### src/rtl/cpu_pkg.sv
// Shared CPU front-end definitions: datapath width, boot/exception defaults,
// fetch FSM encoding and the IF/ID payload.
package cpu_pkg;

  localparam int unsigned XLEN = 32;

  localparam logic [XLEN-1:0] RESET_PC_DEFAULT   = 32'h0000_0000;
  localparam logic [XLEN-1:0] EXC_VECTOR_DEFAULT = 32'h0000_0020;
  localparam logic [XLEN-1:0] NOP                = 32'h0000_0000;
  localparam logic [XLEN-1:0] WORD_MASK          = 32'hFFFF_FFFC;

  typedef enum logic [1:0] {
    BOOT = 2'd0,
    RUN  = 2'd1,
    HOLD = 2'd2
  } fetch_state_e;

  typedef struct packed {
    logic [XLEN-1:0] pc;
    logic [XLEN-1:0] inst;
  } ifid_t;

  // Instruction addresses are always word aligned.
  function automatic logic [XLEN-1:0] word_align(input logic [XLEN-1:0] a);
    return a & WORD_MASK;
  endfunction

endpackage

### src/rtl/if_id_reg.sv
// IF/ID pipeline register: flush inserts a bubble, load captures a fetched word,
// otherwise contents are held.
module if_id_reg
  import cpu_pkg::*;
(
  input  logic            clk,
  input  logic            rst_n,
  input  logic            load,
  input  logic            flush,
  input  logic [XLEN-1:0] pc,
  input  logic [XLEN-1:0] inst,
  output logic [XLEN-1:0] id_pc,
  output logic [XLEN-1:0] id_inst,
  output logic            id_valid
);

  ifid_t ifid_q;
  logic  valid_q;

  always_ff @(posedge clk or negedge rst_n) begin
    if (!rst_n) begin
      ifid_q  <= '0;
      valid_q <= 1'b0;
    end else if (flush) begin
      ifid_q  <= '{pc: '0, inst: NOP};
      valid_q <= 1'b0;
    end else if (load) begin
      ifid_q  <= '{pc: pc, inst: inst};
      valid_q <= 1'b1;
    end
  end

  assign id_pc    = ifid_q.pc;
  assign id_inst  = ifid_q.inst;
  assign id_valid = valid_q;

endmodule

### src/rtl/inst_fetch.sv
// Instruction fetch stage: PC sequencing with one-delay-slot branches,
// stall hold with pending-branch capture, and exception entry/return.
module inst_fetch
  import cpu_pkg::*;
#(
  parameter logic [XLEN-1:0] RESET_PC   = RESET_PC_DEFAULT,
  parameter logic [XLEN-1:0] EXC_VECTOR = EXC_VECTOR_DEFAULT
) (
  input  logic            clk,
  input  logic            rst_n,
  output logic            ce,
  output logic [XLEN-1:0] addr,
  input  logic [XLEN-1:0] data,
  input  logic            stall,
  input  logic            br_taken,
  input  logic [XLEN-1:0] br_target,
  input  logic            exc,
  input  logic            eret,
  input  logic [XLEN-1:0] epc,
  output logic [XLEN-1:0] id_pc,
  output logic [XLEN-1:0] id_inst,
  output logic            id_valid
);

  localparam logic [XLEN-1:0] RESET_PC_A   = RESET_PC & WORD_MASK;
  localparam logic [XLEN-1:0] EXC_VECTOR_A = EXC_VECTOR & WORD_MASK;

  fetch_state_e    state_q, state_d;
  logic [XLEN-1:0] pc_q, pc_d;
  logic [XLEN-1:0] pend_q, pend_d;
  logic            pend_vld_q, pend_vld_d;
  logic            ce_q, ce_d;
  logic            load_c, flush_c;

  // Next-PC selection: exc > eret > stall > branch (current, then pending) > PC+4.
  always_comb begin
    state_d    = state_q;
    pc_d       = pc_q;
    pend_d     = pend_q;
    pend_vld_d = pend_vld_q;
    load_c     = 1'b0;
    flush_c    = 1'b0;
    if (exc) begin
      pc_d       = EXC_VECTOR_A;
      flush_c    = 1'b1;
      pend_vld_d = 1'b0;
      state_d    = RUN;
    end else if (eret) begin
      pc_d       = word_align(epc);
      flush_c    = 1'b1;
      pend_vld_d = 1'b0;
      state_d    = RUN;
    end else if (state_q == BOOT) begin
      state_d = RUN;
    end else if (stall) begin
      state_d = HOLD;
      if (br_taken) begin
        pend_d     = word_align(br_target);
        pend_vld_d = 1'b1;
      end
    end else begin
      state_d    = RUN;
      load_c     = 1'b1;
      pend_vld_d = 1'b0;
      if (br_taken) begin
        pc_d = word_align(br_target);
      end else if (pend_vld_q) begin
        pc_d = pend_q;
      end else begin
        pc_d = pc_q + 32'd4;
      end
    end
    ce_d = (state_d != BOOT);
  end

  always_ff @(posedge clk or negedge rst_n) begin
    if (!rst_n) begin
      state_q    <= BOOT;
      pc_q       <= RESET_PC_A;
      pend_q     <= '0;
      pend_vld_q <= 1'b0;
      ce_q       <= 1'b0;
    end else begin
      state_q    <= state_d;
      pc_q       <= pc_d;
      pend_q     <= pend_d;
      pend_vld_q <= pend_vld_d;
      ce_q       <= ce_d;
    end
  end

  assign ce   = ce_q;
  assign addr = pc_q;

  if_id_reg u_if_id_reg (
    .clk      (clk),
    .rst_n    (rst_n),
    .load     (load_c),
    .flush    (flush_c),
    .pc       (pc_q),
    .inst     (data),
    .id_pc    (id_pc),
    .id_inst  (id_inst),
    .id_valid (id_valid)
  );

endmodule

### config.mk
export PLATFORM = sky130hd
export DESIGN_NAME = inst_fetch
export DESIGN_NICKNAME = d
export VERILOG_FILES = /design/src/rtl/cpu_pkg.sv /design/src/rtl/if_id_reg.sv /design/src/rtl/inst_fetch.sv
export SDC_FILE = /design/constraint.sdc
export NUM_CORES = 1
export LEC_CHECK = 0
export BUFFER_PORTS_ARGS = -buffer_cell sky130_fd_sc_hd__buf_2
export CAP_MARGIN = 25
export CORE_MARGIN = 1
export CORE_UTILIZATION = 55
export DETAILED_ROUTE_END_ITERATION = 7
export PLACE_DENSITY = 0.92
export SYNTH_ARGS = -nofsm -noshare
export SYNTH_HDL_FRONTEND = slang
export SYNTH_SLANG_ARGS = --single-unit
### constraint.sdc
create_clock -name clk -period 4.9 [get_ports clk]
set_input_delay 0.245 -clock clk [delete_from_list [all_inputs] [get_ports clk]]
set_output_delay 0.245 -clock clk [all_outputs]
set_load 0.02 [all_outputs]
==> flow_summary_export.csv <==
group,metric,value,unit
logic_synthesis,ys_seq_area_share,51.7,%
min_path,hp-class,"in2reg",
finish,seq_area,3180,um^2
detailed_routing,wire_per_inst,20.3,um
status,outcome,"finished, final reports clean",
timing,max_freq,0.379,GHz
setup_path,worstSetupStartpoint,"state_q[1]",
floorplanning,core-area,10900,um^2
logic_synthesis,yosysMostFrequentCell,"dfrtp_1",
global_route,grt_pass1_wl,29.8,mm
logic_synthesis,yosysTopAreaCell,"dfrtp_1",
setup_path,reg2reg_depth,6,
logic_synthesis,synth_compound_area_share,23.9,%
logic_synthesis,syn_inst,563,
global_route,grt_overflow,0,
global_route,grt_max_degree,87,
cts,clk_pin_slew,0.06,ns
power,p_per_area,340,nW/um^2
setup_path,crit_type,"reg2reg",
detailed_routing,via_per_inst,6.23,
logic_synthesis,synth.area.top_cells,"dfrtp_1 52%, a22o_1 9.4%, mux2_2 4.0%, a21oi_1 2.2%, nand2_1 2.0%",
timing,fin_crit,2.64,ns
placed_design,hpwl,12.0,mm
cts,clk_latency,0.52,ns
logic_synthesis,synth-xor-area-share,2.14,%
finish,area_growth,37.6,%
timing,rsz0062_at_grt,"false",
detailed_routing,num_vias,5965,
floorplanning,rows,38,
setup_path,r2r_slack,2.26,ns
timing,finalHoldViolCount,0,
logic_synthesis,synth_area,6150,um^2
global_route,grt_usage,34.0,%
timing,skew,0.00998,ns
timing,relSlewSlack,32.2,%
cts,cts_buffer_depth,2,
setup_path,r2r-start,"state_q[1]",
finish,layout.nets,907,
timing,finalSetupViolations,0,
finish,multi_input_area,2730,um^2
detailed_routing,drc,0,
detailed_routing,wl,19.4,mm
logic_synthesis,yosysWarnings,0,
finish,instances_no_fill,957,
detailed_routing,drt_first_pass_iters,5,
setup_path,worstPathArrival,3.09,ns
run,cap_violations,0,
cts,numCtsBuffers,17,
setup_path,crit_path_end,"addr[7]",
detailed_routing,ant_nets,0,
finish,fillCellCount,677,
logic_synthesis,synth-async-reset-ratio,100,%
power,p_leak,4.13,nW
setup_path,critPathMaxFanout,86,
placed_design,placedCellCount,854,
placed_design,io_buffers,191,
timing,tns,0,ns
logic_synthesis,avgSynthCellArea,10.9,um^2
finish,drive_gt1_share,32.8,%
logic_synthesis,yosys.area_share.simple,11.6,%
global_route,grt_pass1_vias,5732,
timing,finalCritPeriodShare,53.9,%
floorplanning,die_h,108,um
setup_path,crit_path_start_kind,"flip-flop",
floorplanning,start_util,56.5,%
floorplanning,die_area,11600,um^2
placed_design,place.gp.congestion,0.851,
floorplanning,die_x,108,um
timing,worstMarginPinSlew,1.01,ns
logic_synthesis,synthFlopType,"dfrtp_1",
detailed_routing,drtIter0Drc,685,
logic_synthesis,synth_cell_types,66,
cts,cts_setup_buffers,0,
logic_synthesis,ys_top_cells_by_count,"127 x dfrtp_1, 66 x a22o_1, 33 x nand2_1",
finish,num_antenna_cells,0,
logic_synthesis,synth-edff-count,0,
logic_synthesis,synth_top_family_by_area,"compound AO/OA/AOI/OAI gates",
cts,clock_sinks,127,
logic_synthesis,yosys.area.top_type_share,51.7,%
setup_path,worstReg2RegEnd,"addr[7]",
floorplanning,pin_count,200,
power,ir_drop,0.201,mV
cts,cts-root-buf,"clkbuf_8",
cts,h-tree-depth,4,
logic_synthesis,synth-seq-cells,127,
logic_synthesis,synthMuxAreaShare,6.14,%
logic_synthesis,synthAdderAreaFrac,0.203,%
timing,slew_viol_final,0,
setup_path,endpoint_kind,"flip-flop",
cts,cts_tree,"done",
setup_path,required,5.35,ns
global_route,antenna_found_initial,0,
[power by group]
part | leakage (nW) | switching (mW) | internal (mW) | total, mW
clock network | 0.275 | 0.476 | 0.733 | 1.21
logic | 2.19 | 0.236 | 0.198 | 0.434
registers | 1.67 | 0.0882 | 1.14 | 1.23
[cell families after synthesis]
family | Yosys count
mux | 34
fa+ha+maj | 1
compound gates | 193
simple gates | 130
flops | 127
xor+xnor | 15
buf+inv | 61
other cells | 2
[cells in the final DEF, fill, tap and decap left out, types with 14 or more instances in the layout]
cell type        n
buf_2          190
dfrtp_1        127
dlygate4sd3_1   69
a22o_1          66
nand2_1         33
a21oi_1         27
nor2_1          24
mux2_2          22
nor3_1          17
clkbuf_16       16
o21ai_0         14
[state kept, by name, indices dropped and copies added, names as in the netlist]
signal                flops
state_q                   2
u_if_id_reg.id_inst      32
ce                        1
u_if_id_reg.id_valid      1
u_if_id_reg.id_pc        30
pend_vld_q                1
addr                     30
pend_q                   30
[cell type report]
class,count,share of cell area (%)
Sequential cell,127,37.6
Multi-Input combinational cell,378,32.3
Inverter,11,0.488
Tap cell,140,2.07
Clock buffer,22,5.59
Clock inverter,10,1.20
Timing Repair Buffer,269,20.8
[how the worst min path moves through the flow]
stage,start,end,cells past startpoint
after global routing,br_target[28],pend_q[28],2
after detailed placement,u_if_id_reg.id_pc[7],u_if_id_reg.id_pc[7],2
after global placement,u_if_id_reg.id_valid,u_if_id_reg.id_valid,2
after floorplan,rst_n,addr[10],0
final,br_target[28],pend_q[28],2
after CTS,br_target[28],pend_q[28],2
[stage by stage]
step                      power (mW)  util [%]  cell area (um^2)  hold slack, ns  worst slack [ns]
final                           2.87      77.7              8460          0.0182              2.26
after global routing            2.98      77.7              8460         0.00491              2.14
after CTS                       2.86      77.1              8390         0.00110              2.40
after global placement          1.60      65.6              7140           0.460              2.27
after floorplan                 1.45         -              6160         -0.0506              3.02
after detailed placement        1.62      65.6              7140           0.465              2.24
[repair_timing]
action                                 4_1_cts  5_1_grt
endpoints found under the hold margin      148        1
hold buffers                                68        1
gates resized for setup                      0        0
[metal layers]
| layer | global-route usage, % | wire length (um) | vias up |
|---|---|---|---|
| li1 | - | - | 2626 |
| met1 | 44.1 | 7690 | 2857 |
| met2 | 54.3 | 9350 | 414 |
| met3 | 7.57 | 1750 | 68 |
| met4 | 15.5 | 620 | 0 |
| met5 | 0 | 0 | - |
[worst max-delay path: stages, from the launching register on]
cell and delay (ns):
dfrtp_1 0.39, o21ba_2 0.34, nor3_2 0.14, buf_4 0.71, a22oi_1 0.22, nand3_1 0.12
dlygate4sd3_1 0.56
Power figures use the tool's default switching activity.
